[src/rtl/pic_int_sequencer_pkg.sv]
// Shared types and helpers for the 8259 interrupt sequencer.
// Level indices are 3 bits wide; priority arithmetic wraps modulo 8.
package pic_pkg;
   localparam int NUM_IR = 8;
   localparam int LVL_W  = 3;
   localparam logic [LVL_W-1:0] SPURIOUS_LVL = 3'd7;

   typedef enum logic [1:0] {IDLE, PEND, ACK1, ACK2} state_t;

   function automatic logic [NUM_IR-1:0] onehot3to8(input logic [LVL_W-1:0] lvl);
      return 8'b0000_0001 << lvl;
   endfunction

   // 0 = highest priority under the given rotation.
   function automatic logic [LVL_W-1:0] prio_rank(input logic [LVL_W-1:0] lvl,
                                                  input logic [LVL_W-1:0] lowest_prio);
      return lvl - lowest_prio - 3'd1;
   endfunction
endpackage

[src/rtl/pic_int_sequencer_priority_resolver.sv]
// Rotating priority encoder: finds the highest-priority set bit of vec, where
// level (lowest_prio+1) mod 8 ranks first. Purely combinational.
module pic_priority_resolver
   import pic_pkg::*;
(
   input  logic [NUM_IR-1:0] vec,
   input  logic [LVL_W-1:0]  lowest_prio,
   output logic              found,
   output logic [LVL_W-1:0]  lvl
);
   logic [LVL_W-1:0] idx;

   always_comb begin
      found = |vec;
      lvl   = '0;
      idx   = '0;
      // Walk from lowest to highest priority so the last hit is the winner.
      for (int i = NUM_IR - 1; i >= 0; i--) begin
         idx = lowest_prio + LVL_W'(i + 1);
         if (vec[idx]) lvl = idx;
      end
   end
endmodule

[src/rtl/pic_int_sequencer.sv]
// 8259 control sequencer: resolves masked IRR against ISR, raises INT one clk
// after a winning request, runs the two-pulse INTA handshake and EOI/AEOI.
module pic_int_sequencer
   import pic_pkg::*;
(
   input  logic                clk,
   input  logic                rst,
   input  logic [NUM_IR-1:0]   irr_in,
   input  logic [NUM_IR-1:0]   imr,
   input  logic [4:0]          vector_base,
   input  logic                aeoi,
   input  logic                rotate_aeoi,
   input  logic                eoi_valid,
   input  logic                eoi_specific,
   input  logic [LVL_W-1:0]    eoi_level,
   input  logic                eoi_rotate,
   input  logic                inta_n,
   output logic                int_out,
   output logic [NUM_IR-1:0]   clear_irr,
   output logic [NUM_IR-1:0]   isr,
   output logic [7:0]          data_out,
   output logic                data_out_en
);
   state_t              state_q, state_d;
   logic                int_out_q, int_out_d;
   logic [NUM_IR-1:0]   clear_irr_q, clear_irr_d;
   logic [NUM_IR-1:0]   isr_q, isr_d;
   logic [7:0]          data_out_q, data_out_d;
   logic                data_out_en_q, data_out_en_d;
   logic [LVL_W-1:0]    lowest_prio_q, lowest_prio_d;
   logic [LVL_W-1:0]    lvl_q, lvl_d;
   logic                spur_q, spur_d;
   logic                inta_q;

   logic [NUM_IR-1:0]   eligible, eoi_mask;
   logic                req_found, isr_found, req_ok, fall, rise;
   logic [LVL_W-1:0]    req_lvl, isr_lvl;

   assign eligible = irr_in & ~imr;
   assign fall     = inta_q & ~inta_n;
   assign rise     = ~inta_q & inta_n;

   pic_priority_resolver u_req_res (
      .vec(eligible), .lowest_prio(lowest_prio_q), .found(req_found), .lvl(req_lvl)
   );

   pic_priority_resolver u_isr_res (
      .vec(isr_q), .lowest_prio(lowest_prio_q), .found(isr_found), .lvl(isr_lvl)
   );

   // Fully nested: a request must strictly outrank the top in-service level.
   assign req_ok = req_found &&
                   (!isr_found || (prio_rank(req_lvl, lowest_prio_q) < prio_rank(isr_lvl, lowest_prio_q)));

   always_comb begin
      state_d       = state_q;
      int_out_d     = int_out_q;
      clear_irr_d   = '0;
      data_out_d    = data_out_q;
      data_out_en_d = data_out_en_q;
      lowest_prio_d = lowest_prio_q;
      lvl_d         = lvl_q;
      spur_d        = spur_q;
      eoi_mask      = '0;

      if (eoi_valid) begin
         if (eoi_specific) begin
            eoi_mask = onehot3to8(eoi_level);
            if (eoi_rotate) lowest_prio_d = eoi_level;
         end else if (isr_found) begin
            eoi_mask = onehot3to8(isr_lvl);
            if (eoi_rotate) lowest_prio_d = isr_lvl;
         end
      end
      // EOI acts on the pre-update ISR; a same-cycle set below wins.
      isr_d = isr_q & ~eoi_mask;

      case (state_q)
         IDLE: begin
            int_out_d = 1'b0;
            if (req_ok) begin
               int_out_d = 1'b1;
               state_d   = PEND;
            end
         end
         PEND: begin
            if (fall) begin
               int_out_d = 1'b0;
               state_d   = ACK1;
               if (req_ok) begin
                  lvl_d       = req_lvl;
                  spur_d      = 1'b0;
                  isr_d       = isr_d | onehot3to8(req_lvl);
                  clear_irr_d = onehot3to8(req_lvl);
               end else begin
                  lvl_d  = SPURIOUS_LVL;
                  spur_d = 1'b1;
               end
            end else if (!req_ok) begin
               int_out_d = 1'b0;
               state_d   = IDLE;
            end
         end
         ACK1: begin
            if (fall) begin
               data_out_d    = {vector_base, lvl_q};
               data_out_en_d = 1'b1;
               state_d       = ACK2;
            end
         end
         ACK2: begin
            if (rise) begin
               data_out_d    = '0;
               data_out_en_d = 1'b0;
               state_d       = IDLE;
               if (aeoi && !spur_q) begin
                  isr_d = isr_d & ~onehot3to8(lvl_q);
                  if (rotate_aeoi) lowest_prio_d = lvl_q;
               end
            end
         end
         default: state_d = IDLE;
      endcase
   end

   always_ff @(posedge clk) begin
      if (!rst) begin
         state_q       <= IDLE;
         int_out_q     <= 1'b0;
         clear_irr_q   <= '0;
         isr_q         <= '0;
         data_out_q    <= '0;
         data_out_en_q <= 1'b0;
         lowest_prio_q <= 3'd7;
         lvl_q         <= '0;
         spur_q        <= 1'b0;
         inta_q        <= 1'b1;
      end else begin
         state_q       <= state_d;
         int_out_q     <= int_out_d;
         clear_irr_q   <= clear_irr_d;
         isr_q         <= isr_d;
         data_out_q    <= data_out_d;
         data_out_en_q <= data_out_en_d;
         lowest_prio_q <= lowest_prio_d;
         lvl_q         <= lvl_d;
         spur_q        <= spur_d;
         inta_q        <= inta_n;
      end
   end

   assign int_out     = int_out_q;
   assign clear_irr   = clear_irr_q;
   assign isr         = isr_q;
   assign data_out    = data_out_q;
   assign data_out_en = data_out_en_q;
endmodule

[config.mk]
export PLATFORM = sky130hd
export DESIGN_NAME = pic_int_sequencer
export DESIGN_NICKNAME = d
export VERILOG_FILES = /design/src/rtl/pic_int_sequencer_pkg.sv /design/src/rtl/pic_int_sequencer_priority_resolver.sv /design/src/rtl/pic_int_sequencer.sv
export SDC_FILE = /design/constraint.sdc
export NUM_CORES = 1
export LEC_CHECK = 0
export CORE_MARGIN = 2
export CORE_UTILIZATION = 40
export CTS_CLUSTER_DIAMETER = 100
export DETAILED_ROUTE_END_ITERATION = 10
export PLACE_DENSITY = 0.69
export SLEW_MARGIN = 5
export SYNTH_ARGS = -nofsm -noshare
export SYNTH_HDL_FRONTEND = slang
export SYNTH_HIERARCHICAL = 1
export SYNTH_SLANG_ARGS = --single-unit
[constraint.sdc]
create_clock -name clk -period 6.8 [get_ports clk]
set_clock_uncertainty 0.05 [all_clocks]
set_input_delay 1.36 -clock clk [delete_from_list [all_inputs] [get_ports clk]]
set_output_delay 1.36 -clock clk [all_outputs]
set_load 0.1 [all_outputs]
* Yosys cells after proc, flatten, opt, wreduce, memory -nomap -nowiden
Cells that the tools add are included.
Word-level totals: register bits 36, bits of input ports 32, output and inout port bits 26, word-level logic and storage cells 150
Operators by class: add/sub/neg operators 11, order comparisons 9, eq/ne operators 7, shift-type cells 4, muxes and demuxes 83, bitwise operators 11, reduce and logical (&&, ||, !) cells 15
Operator list (count):
- 3-bit two-way mux | 26
- 8-bit two-way mux | 9
- 1-bit binary-select mux with 3-bit select | 16
- 3-bit by 4-bit less-than comparator with 1-bit output, second input constant | 8
- 8-bit one-hot mux with 2 select lines | 2
- 1-bit by 3-bit << shifter with 8-bit output, first input constant | 4
- 8-bit AND | 3
- 8-bit inverter | 3
- 1-bit two-way mux | 22
- 8-bit OR reduction | 2
- 3-bit adder, second input constant | 4
- 2-bit two-way mux | 5
- 8-bit OR | 1
- 2-bit one-hot mux with 4 select lines | 1
- 4-bit AND reduction | 2
- 3-bit by 2-bit adder with 3-bit output, second input constant | 2
- 2-bit != test, second input constant | 3
- 3-bit by 1-bit subtractor with 3-bit output, second input constant | 2
- 3-bit subtractor | 2
- 2-bit == test, second input constant | 2
- 1-bit one-hot mux with 2 select lines | 2
- 2-bit AND reduction | 2
- 2-bit nonzero test | 2
- 3-bit by 1-bit adder with 3-bit output, second input constant | 1
- other kinds (10) | 14

* Depth between registers and ports, before layout
Gate-level depths: netlist of run 1.
word-level depth 20, gate-level depth with buffers 21, mapped depth without buffers 18

* Hierarchy
Netlist of run 1, hierarchy kept.
Modules (own cells, without submodules):
- pic_int_sequencer | times used 1, cells each 226, area each 1908.1 um^2, seq. area each 720.7 um^2
- pic_priority_resolver | times used 2, cells each 99, area each 820.8 um^2, seq. area each 0.0 um^2

* Least setup slack after synthesis of run 1
Ideal clock, no wire load.
path kind register -> register, from register lowest_prio_q[1], to register isr_q[6], in the netlist isr[6], library setup time 59 ps, arrival time 5179 ps, required time 6691 ps, path slack 1512 ps, stages on the path, launching flop included 20, path buffers 2, clock period less this slack 5288 ps, path through dfxtp_1 -> buf_2 -> clkbuf_1 -> inv_1 -> ha_1 -> mux4_2 -> mux2_2 -> nand2b_1 -> o21ai_0 -> nor2_1 -> a21oi_1 -> inv_1 -> fa_1 -> xor2_1 -> xnor2_1 -> ha_1 -> o21ai_0 -> nand2_1 -> a2111oi_2 -> o32a_1
On the way: word-level cells in the longest chain between the ends 20, elaborated cells on any way between the ends 76, those cells by class add/sub (11); order compare (1); shift (2); mux (56); bitwise (4); reduce/logical (2)
RTL lines:
- start: declaration | line pic_int_sequencer.sv:30 | logic [LVL_W-1:0] lowest_prio_q, lowest_prio_d;
- start signal: assignment | line pic_int_sequencer.sv:145 | lowest_prio_q <= lowest_prio_d;
- 3-bit adder / 1-bit binary-select mux with 3-bit select (equally long branches) | line pic_int_sequencer_priority_resolver.sv:19, pic_int_sequencer_priority_resolver.sv:20
- 1-bit binary-select mux with 3-bit select / 1-bit two-way mux (equally long branches) | line pic_int_sequencer_priority_resolver.sv:20 | if (vec[idx]) lvl = idx;
- 1-bit two-way mux (implied by the code) / 3-bit two-way mux (equally long branches) | line pic_int_sequencer_priority_resolver.sv:20
- 3-bit two-way mux (6 in series) | line pic_int_sequencer_priority_resolver.sv:20
- 3-bit two-way mux (*) | line pic_int_sequencer_priority_resolver.sv:20
- net isr_lvl[1] | line pic_int_sequencer.sv:37 | logic [LVL_W-1:0] req_lvl, isr_lvl;
- parallel branches: the longest is 9 deep, another holds 3-bit subtractor
- 8-bit one-hot mux with 2 select lines (*) | line pic_int_sequencer.sv:78 | case (state_q)
- end signal: assignment | line pic_int_sequencer.sv:142 | isr_q <= isr_d;
- end: declaration | line pic_int_sequencer.sv:27 | logic [NUM_IR-1:0] isr_q, isr_d;
Mark *: on every way through the listed nets, which the timed path passes. The select of a mux whose other input is x is not followed. A chain may end at the register's enable or synchronous reset.

* Worst setup path after layout of run 1
from input irr_in[2], to register isr_q[6], in the netlist isr[6]
On the way: word-level cells in the longest chain between the ends 19, elaborated cells on any way between the ends 36, those cells by class add/sub (2); order compare (1); shift (1); mux (27); bitwise (2); reduce/logical (3)
RTL lines:
- start: declaration | line pic_int_sequencer.sv:8 | input logic [NUM_IR-1:0] irr_in,
- 8-bit AND (*) | line pic_int_sequencer.sv:39 | assign eligible = irr_in & ~imr;
- net eligible[2] | line pic_int_sequencer.sv:35 | logic [NUM_IR-1:0] eligible, eoi_mask;
- 1-bit binary-select mux with 3-bit select | line pic_int_sequencer_priority_resolver.sv:20
- 1-bit two-way mux (implied by the code) | line pic_int_sequencer_priority_resolver.sv:20
- 3-bit two-way mux (7 in series) | line pic_int_sequencer_priority_resolver.sv:20
- 3-bit two-way mux (*) | line pic_int_sequencer_priority_resolver.sv:20
- net req_lvl[0] | line pic_int_sequencer.sv:37
- 3-bit subtractor | line pic_int_sequencer_pkg.sv:17 | return lvl - lowest_prio - 3'd1;
- 3-bit by 1-bit subtractor with 3-bit output | line pic_int_sequencer_pkg.sv:17
- 3-bit less-than comparator | line pic_int_sequencer.sv:53 | (!isr_found || (prio_rank(req_lvl, lowest_prio_q) < prio_rank(isr_lvl, lowest_prio_q)));
- 1-bit logical OR | line pic_int_sequencer.sv:53
- 1-bit logical AND | line pic_int_sequencer.sv:52 | assign req_ok = req_found &&
- 8-bit two-way mux (*) | line pic_int_sequencer.sv:90 | if (req_ok) begin
- 8-bit two-way mux (*) | line pic_int_sequencer.sv:87 | if (fall) begin
- 8-bit one-hot mux with 2 select lines (*) | line pic_int_sequencer.sv:78
Mark *: on every way through the listed nets, which the timed path passes. The rest lies on a longest branch. The select of a mux whose other input is x is not followed.

==> results.cfg, run 1 <==
[status]
status = finished clean

[routing]
wl_per_cell_um = 16.9
postRouteWirelength_um = 9730
via_per_inst = 6.13
drt_pass1_iterations = 5
first_iter_violations = 307
antenna_left = 0
vias = 3524
detail_route.drc_violations = 0

[floorplan]
coreArea_um2 = 8680
dieHeight_um = 98.2
num_rows = 34
die_w_um = 98.2
die_area_um2 = 9640
io_pins = 58
start_util = 0.409

[clock_network]
clk_latency_ns = 0.29
cts_tree = done
clk_pin_slew_ns = 0.08
post_cts_buffers = 0
ctsHoldBuffers = 0
clock_path_buffers = 2
htree_num_levels = 2
root_buffer = clkbuf_8
numCtsBuffers = 5
cts_sinks = 36
post_cts_resized = 0

[synth]
synth_nets = 466
synth_xor_area_frac = 0.0247
ys.flop_type = dfxtp_1
synth_edf_count = 0
synth_seq_area_share = 0.203
synth_top_family_by_area = compound AO/OA/AOI/OAI gates
synth_fa_ha_area_frac = 0.0395
yosysUniqueCellTypes = 60
ys_ff_latch = 36
synthCells = 424
synth_warnings = 6
synth-simple-area-share = 0.217
synth-compound-area-share = 0.256
synth.area.mux_share = 0.192
synth_area_um2 = 3550
syn_area_per_cell_um2 = 8.37
synth_async_sr_flop_share = 0

[sta]
max_freq_ghz = 0.174
hold_viol_final = 0
period_minus_slack_ns = 5.74
final-setup-viol-count = 0
rsz0062_at_grt = no
drv_slew = 0
worst_pin_slew_ns = 0.996
period_share = 0.843
slew-limit-headroom = 0.334
hold_ws_ns = 0.464
finalSetupTns_ns = 0

[grt]
overflow = 0
grt_pass1_wl_um = 15900
grt_max_degree = 35
first_global_vias = 3175
track_usage = 0.197
grt_antenna_before_repair = 0

[cells_and_area]
syn_to_final_growth_pct = 19.5
diodes = 0
regArea_um2 = 721
multi_input_comb_area_um2 = 2590
nets = 508
drive_gt1_frac = 0.0878
post-route-util = 0.489
nFillCells = 831

[setup_path]
worstPathMaxFanout = 7
rr_startpoint = lowest_prio_q[0]
crit_path_end_kind = flop
worst_setup_path_startpoint = irr_in[2]
crit_arrival_ns = 5.92
cp_data_required_time_ns = 6.99
crit_type = in -> reg
start_kind = input port
r2r_cells = 18

[power_and_ir_drop]
powerDensity_nw_per_um2 = 225
peakVddDrop_v = 0.000206
leakage_nw = 1.68
total_power_w = 0.000953

[hold_path]
holdCritStartpoint = data_out[2]
hold_depth = 2
hold_class = reg -> reg

[place]
hpwlAfterDp_um = 7160
port_buffers = 57
gp_congestion = 0.882

[run]
drv_cap = 0
layout by cell type, fill, tap and decap left out, drive strengths merged, types with 5 or more instances in the layout:
cell type and count:
clkdlybuf4s50 57, nor2 39, dfxtp 36, nand2 30
inv 29, a21oi 21, o21ai 20, mux4 16
a221oi 15, nand2b 14, mux2 14, nor2b 12
mux2i 12, nor3 11, a22oi 11, nand3 9
ha 8, a221o 8, nor4 7, clkbuf 7
o311ai 6, a211oi 6, xnor2 5, xor2 5
nand3b 5, a2111oi 5
per-layer routing:
metal | track usage | share of wire | vias up
li1 | - | - | 1711
met1 | 0.263 | 0.45 | 1675
met2 | 0.332 | 0.49 | 128
met3 | 0.0293 | 0.047 | 10
met4 | 0.0527 | 0.014 | 0
met5 | 0 | 0 | -
cells by family (layout without fill, tap and decap cells):
group,after synthesis,count (layout)
adder cells (fa/ha/maj),10,10
buffers and inverters,55,98
flip-flops,36,36
XOR/XNOR,10,10
multiplexers,42,42
AO/OA/AOI/OAI,122,122
AND/OR/NAND/NOR,149,149
cells in the mapped netlist (3+ instances only):
cell type  count  share of area
a2111oi_0      3         0.0074
a211oi_1       6          0.013
a21oi_1       18          0.025
a21oi_2        3         0.0074
a221o_1        8          0.023
a221oi_1      15          0.037
a22oi_1       11          0.023
a2bb2oi_1      3         0.0074
a32oi_1        4         0.0099
and3_1         4         0.0070
buf_2          7         0.0099
clkbuf_1      14          0.015
dfxtp_1       36           0.20
ha_1           8          0.028
inv_1         29          0.031
mux2_2        10          0.032
mux2_4         4          0.017
mux2i_1       12          0.034
mux4_1         8          0.059
mux4_2         8          0.051
nand2_1       30          0.032
nand2b_1      14          0.025
nand3_1        9          0.013
nand3b_1       5          0.011
nand4_1        3         0.0053
nor2_1        39          0.041
nor2b_1       12          0.021
nor3_1        11          0.016
nor3b_1        3         0.0063
nor4_1         6          0.011
o21ai_0       14          0.020
o21ai_1        6         0.0085
o221ai_1       3         0.0074
o22ai_1        4         0.0070
o311ai_0       6          0.015
o31ai_1        4         0.0085
o32a_1         3         0.0085
xnor2_1        5          0.012
xor2_1         5          0.012
stage by stage:
step,setup WS (ns),std cells,instance area [um^2]
after floorplan,1.51,424,3550
after global placement,0.936,567,4160
after detailed placement,0.793,567,4160
after CTS,1.08,575,4240
after global routing,0.782,575,4240
final,1.06,575,4240
final cells by class:
type / count / area share
Sequential cell: 36 / 0.170
Timing Repair Buffer: 61 / 0.142
Multi-Input combinational cell: 333 / 0.611
Tap cell: 108 / 0.0319
Clock inverter: 1 / 0.00206
Clock buffer: 7 / 0.0180
Inverter: 29 / 0.0257
final timing paths:
check,end,slack [ns]
max,isr[6],1.06
min,data_out[2],0.46
max reg2reg,isr[6],1.30
min reg2reg,data_out[2],0.46
power breakdown:
part           switching [W]  internal [W]  leakage (nW)  total (W)
Combinational       0.000340      0.000204          1.34   0.000544
Sequential         0.0000258      0.000228         0.292   0.000254
Clock              0.0000817     0.0000733        0.0424   0.000155
registers in the layout (all words and copies together) (netlist names), named ones only:
register	cells
clear_irr	8
data_out	8
data_out_en	1
int_out	1
inta_q	1
isr	8
lowest_prio_q	3
lvl_q	3
spur_q	1
state_q	1
worst max-delay path: stages:
cell             delay (ns)
clkdlybuf4s50_1        0.42
nor2b_1                0.19
mux4_1                 0.60
mux2_4                 0.34
nand2b_1               0.15
a221o_1                0.32
a21oi_2                0.25
ha_1                   0.21
inv_1                  0.05
fa_1                   0.37
xnor2_1                0.15
xnor2_1                0.15
ha_1                   0.29
o21ai_0                0.20
nand2_1                0.19
a2111oi_2              0.46
o32a_1                 0.22
Power figures use the tool's default switching activity.
==> inputs of run 2 (changes only) <==
clock period = 5.6 ns   (was 6.8 ns; I/O delays follow)
==> run 2 against run 1 <==
Against the previous run:
- flip-flop and latch count is the same
- core utilization increased by 0.78 points
- cell count up 1.6%
- largest power group unchanged
- critical path type unchanged
- wire length grew 2.1%
- sequential share of layout area down 0.27 points
- power rose by 24%
- combinational power up 25%
==> results.cfg, run 2 (synthesized netlist as in run 1, its figures left out) <==
[clock_network]
post_cts_resized = 0
cts_sinks = 36
ctsHoldBuffers = 0
clk_pin_slew_ns = 0.08
clock_path_buffers = 2
post_cts_buffers = 0
clk_latency_ns = 0.29
htree_num_levels = 2
root_buffer = clkbuf_8
numCtsBuffers = 5
cts_tree = done

[sta]
hold_viol_final = 0
drv_slew = 0
period_share = 0.941
hold_ws_ns = 0.463
period_minus_slack_ns = 5.27
max_freq_ghz = 0.190
slew-limit-headroom = 0.333
final-setup-viol-count = 0
finalSetupTns_ns = 0
worst_pin_slew_ns = 0.998
rsz0062_at_grt = no

[routing]
drt_pass1_iterations = 5
vias = 3577
highest_layer = met4
first_iter_violations = 369
m1WireLength_um = 4450
postRouteWirelength_um = 9930
detail_route.drc_violations = 0
wl_per_cell_um = 17.0
antenna_left = 0
met2_wirelength_um = 4800
dr_wl_met3_um = 395
via_per_inst = 6.13

[power_and_ir_drop]
comb_power_share = 0.577
p_switching_w = 0.000550
leakage_nw = 1.72
p_int_w = 0.000632
power.share.sequential = 0.262
swShare = 0.465
peakVddDrop_v = 0.000196
powerDensity_nw_per_um2 = 274
total_power_w = 0.00118
clockPowerShare = 0.161

[cells_and_area]
nFillCells = 851
regArea_um2 = 721
final_common_cell = clkdlybuf4s50_1
final_cell_mix = clkdlybuf4s50_1, nor2_1, dfxtp_1
final_cells = 584
diodes = 0
drive_gt1_frac = 0.105
nets = 517
syn_to_final_growth_pct = 21.4
multi_input_comb_area_um2 = 2590

[setup_path]
crit_path_end_kind = flop
crit_arrival_ns = 5.46
crit_path_cell_trace = clkdlybuf4s50_1, nor2b_1, mux4_2, mux2_4, o21ai_1, nand2b_1, a221o_1, a21oi_2, ha_1, inv_1, fa_1, xnor2_1, xnor2_1, ha_1, o21ai_0, nand2_1, a2111oi_2, o32a_1
regToRegSetupSlack_ns = 0.44
start_kind = input port
cpMaxStageDelayCell = mux4_2
worstPathMaxFanout = 7
max_stage_delay_ns = 0.56
crit_type = in -> reg
cp_top_family = compound AO/OA/AOI/OAI gates
path_buf_inv = 2
cp_data_required_time_ns = 5.79

[place]
gp_congestion = 0.882
hpwlAfterDp_um = 7490
place_inst = 576
port_buffers = 57

[floorplan]
dieHeight_um = 98.2
io_pins = 58
die_area_um2 = 9640
die_w_um = 98.2
num_rows = 34
start_util = 0.409
coreArea_um2 = 8680

[grt]
first_global_vias = 3484
grt_max_degree = 19
track_usage = 0.207
grt_pass1_wl_um = 16900
grt_antenna_before_repair = 0
overflow = 0

[status]
status = finished clean

[run]
drv_cap = 0

[hold_path]
hold_class = reg -> reg
==> run 2: changes by cell type in the layout (fill, tap and decap cells not counted) <==
cell and change:
buf_4 +9
==> run 2: tightest hold or removal path, delay by kind of cell (launching register included) <==
kind            cells  cell delay (ns)
flops               1             0.33
compound gates      1             0.08
simple gates        1             0.07
==> run 2: cell type report <==
| class | instances | share of cell area |
|---|---|---|
| flip-flops and latches | 36 | 0.167 |
| multi-input cells | 333 | 0.601 |
| well taps | 108 | 0.0314 |
| repair buffers | 70 | 0.155 |
| clock inverters | 1 | 0.00203 |
| inverters | 29 | 0.0253 |
| clock buffers | 7 | 0.0177 |
==> run 2: routing by layer <==
layer	GRT usage	vias up
li1	-	1734
met1	0.273	1705
met2	0.349	112
met3	0.0286	26
met4	0.0748	0
met5	0	-
==> run 2: final timing paths <==
kind               startpoint           to  cells past startpoint
max reg2reg  lowest_prio_q[1]       isr[6]                     18
max                 irr_in[5]       isr[6]                     18
min reg2reg       data_out[5]  data_out[5]                      2
min               data_out[5]  data_out[5]                      2
==> run 2: power by group through the flow <==
| stage | Clock, W | Sequential, W | Combinational, W |
|---|---|---|---|
| detailed placement | 0 | 0.000315 | 0.000675 |
| global placement | 0 | 0.000315 | 0.000659 |
| CTS | 0.000193 | 0.000309 | 0.000678 |
| finish | 0.000190 | 0.000310 | 0.000682 |
| global route | 0.000204 | 0.000314 | 0.000749 |
| floorplan | 0 | 0.000381 | 0.000447 |
==> run 2: metrics by stage <==
stage	area, um^2	setup slack, ns	utilization
3_5_place_dp	4220	0.0640	0.487
3_3_place_gp	4220	0.209	0.487
2_1_floorplan	3550	0.312	-
5_1_grt	4310	0.0433	0.497
6_report	4310	0.330	0.497
4_1_cts	4310	0.342	0.497
==> inputs of run 3 (changes only) <==
CORE_MARGIN = 3   (was 2)
==> run 3 against run 2 <==
Against the previous run:
- via count increased by 0.95%
- largest cell class unchanged
- wire length decreased by 1.9%
- non-clock buffer count decreased by 1
==> results.cfg, run 3 (synthesized netlist as in run 1, its figures left out) <==
[setup_path]
crit_path_end_kind = flop
path_buf_inv = 2
max_stage_delay_ns = 0.57
r2r_cells = 16
r2r-end = isr[6]
regToRegSetupSlack_ns = 0.51
worstPathMaxFanout = 7
crit_arrival_ns = 5.45
cp_top_family = compound AO/OA/AOI/OAI gates
start_kind = input port
crit_type = in -> reg
cpMaxStageDelayCell = mux4_2
crit_path_cell_trace = clkdlybuf4s50_1, nor2b_1, mux4_2, mux2_4, o21ai_1, nand2b_1, a221o_1, a21oi_2, ha_1, inv_1, fa_1, xnor2_1, xnor2_1, ha_1, o21ai_0, nand2_1, a2111oi_2, o32a_1
cp_data_required_time_ns = 5.78
rr_startpoint = lowest_prio_q[0]

[routing]
drt_pass1_iterations = 5
wl_per_cell_um = 16.8
detail_route.drc_violations = 0
vias = 3611
via_per_inst = 6.23
first_iter_violations = 255
antenna_left = 0
postRouteWirelength_um = 9730

[sta]
drv_slew = 0
final-setup-viol-count = 0
period_share = 0.942
rsz0062_at_grt = yes
period_minus_slack_ns = 5.27
slew-limit-headroom = 0.341
hold_viol_final = 0
max_freq_ghz = 0.190
worst_pin_slew_ns = 0.985

[cells_and_area]
final_common_cell = clkdlybuf4s50_1
diodes = 0
nFillCells = 803
design_area_um2 = 4300
drive_gt1_frac = 0.103
syn_to_final_growth_pct = 21.1
final_cells = 580
final_cell_mix = clkdlybuf4s50_1, nor2_1, dfxtp_1
nets = 516

[place]
gp_congestion = 0.899
place_area_um2 = 4210
place_inst = 572
port_buffers = 57
hpwlAfterDp_um = 7280

[floorplan]
dieHeight_um = 100
coreArea_um2 = 8420
num_rows = 33
io_pins = 58
die_area_um2 = 10000
start_util = 0.421
die_w_um = 100

[power_and_ir_drop]
power.share.sequential = 0.263
peakVddDrop_v = 0.000209
powerDensity_nw_per_um2 = 274
p_int_w = 0.000636
comb_power_share = 0.582
swShare = 0.461
clockPowerShare = 0.155
p_switching_w = 0.000543
leakage_nw = 1.72

[grt]
grt_max_degree = 37
overflow = 0
grt_pass1_wl_um = 16100
first_global_vias = 3457
track_usage = 0.189
grt_antenna_before_repair = 0

[clock_network]
clock_path_buffers = 2
cts_sinks = 36
cts_tree = done
clk_latency_ns = 0.28
htree_num_levels = 2
clk_pin_slew_ns = 0.07
post_cts_buffers = 0
post_cts_resized = 0
numCtsBuffers = 5
root_buffer = clkbuf_8
ctsHoldBuffers = 0

[hold_path]
holdPathEnd = data_out[5]
hold_class = reg -> reg
holdCritStartpoint = data_out[5]
hold_depth = 2

[status]
status = finished clean

[run]
drv_cap = 0
-- run 3: final cells by class --
type                            count  area [um^2]  share of cell area
Clock buffer                        7         76.3              0.0178
Tap cell                          105          131              0.0306
Multi-Input combinational cell    333         2590               0.603
Clock inverter                      1         8.76             0.00204
Timing Repair Buffer               69          661               0.154
Sequential cell                    36          721               0.168
Inverter                           29          109              0.0253
-- run 3: worst register-to-register path: cells and delay by family, from the launching register on --
kind / cells / cell delay (ns)
AOI/OAI and AO/OA: 5 / 1.54
and+or+nand+nor: 2 / 0.33
buffers and inverters: 2 / 0.46
xor gates and xnor gates: 2 / 0.30
adders and majority gates: 3 / 0.89
DFF: 1 / 0.39
muxes: 2 / 1.07
-- run 3: worst max-delay path by stage --
stage                           startpoint  cells past startpoint  slack [ns]     end
after detailed placement         irr_in[1]                     18        0.05  isr[6]
after CTS                        irr_in[1]                     18        0.33  isr[6]
final                            irr_in[1]                     18        0.33  isr[6]
after floorplan           lowest_prio_q[1]                     19        0.31  isr[6]
after global placement           irr_in[1]                     18        0.19  isr[6]
after global routing             irr_in[1]                     18       -0.03  isr[5]
-- run 3: power groups by stage --
stage          Clock [W]  Sequential [W]  Combinational, W
2_1_floorplan          0        0.000381          0.000447
3_3_place_gp           0        0.000314          0.000667
3_5_place_dp           0        0.000315          0.000677
4_1_cts         0.000187        0.000309          0.000681
5_1_grt         0.000197        0.000314          0.000747
6_report        0.000182        0.000310          0.000686
-- run 3: per-layer routing --
| layer | vias to the layer above | global-route usage | share of wire |
|---|---|---|---|
| li1 | 1726 | - | - |
| met3 | 13 | 0.0334 | 0.056 |
| met5 | - | 0 | 0 |
| met2 | 129 | 0.307 | 0.47 |
| met4 | 0 | 0.0580 | 0.013 |
| met1 | 1743 | 0.257 | 0.46 |
-- run 3: per-stage QoR --
stage | setup TNS, ns | total power (W) | hold WS (ns) | worst slack [ns] | utilization
floorplan | 0 | 0.000828 | 0.438 | 0.312 | -
global placement | 0 | 0.000981 | 0.438 | 0.189 | 0.500
detailed placement | 0 | 0.000992 | 0.456 | 0.0539 | 0.500
CTS | 0 | 0.00118 | 0.474 | 0.331 | 0.510
global route | -0.0492 | 0.00126 | 0.526 | -0.0307 | 0.510
finish | 0 | 0.00118 | 0.467 | 0.326 | 0.510
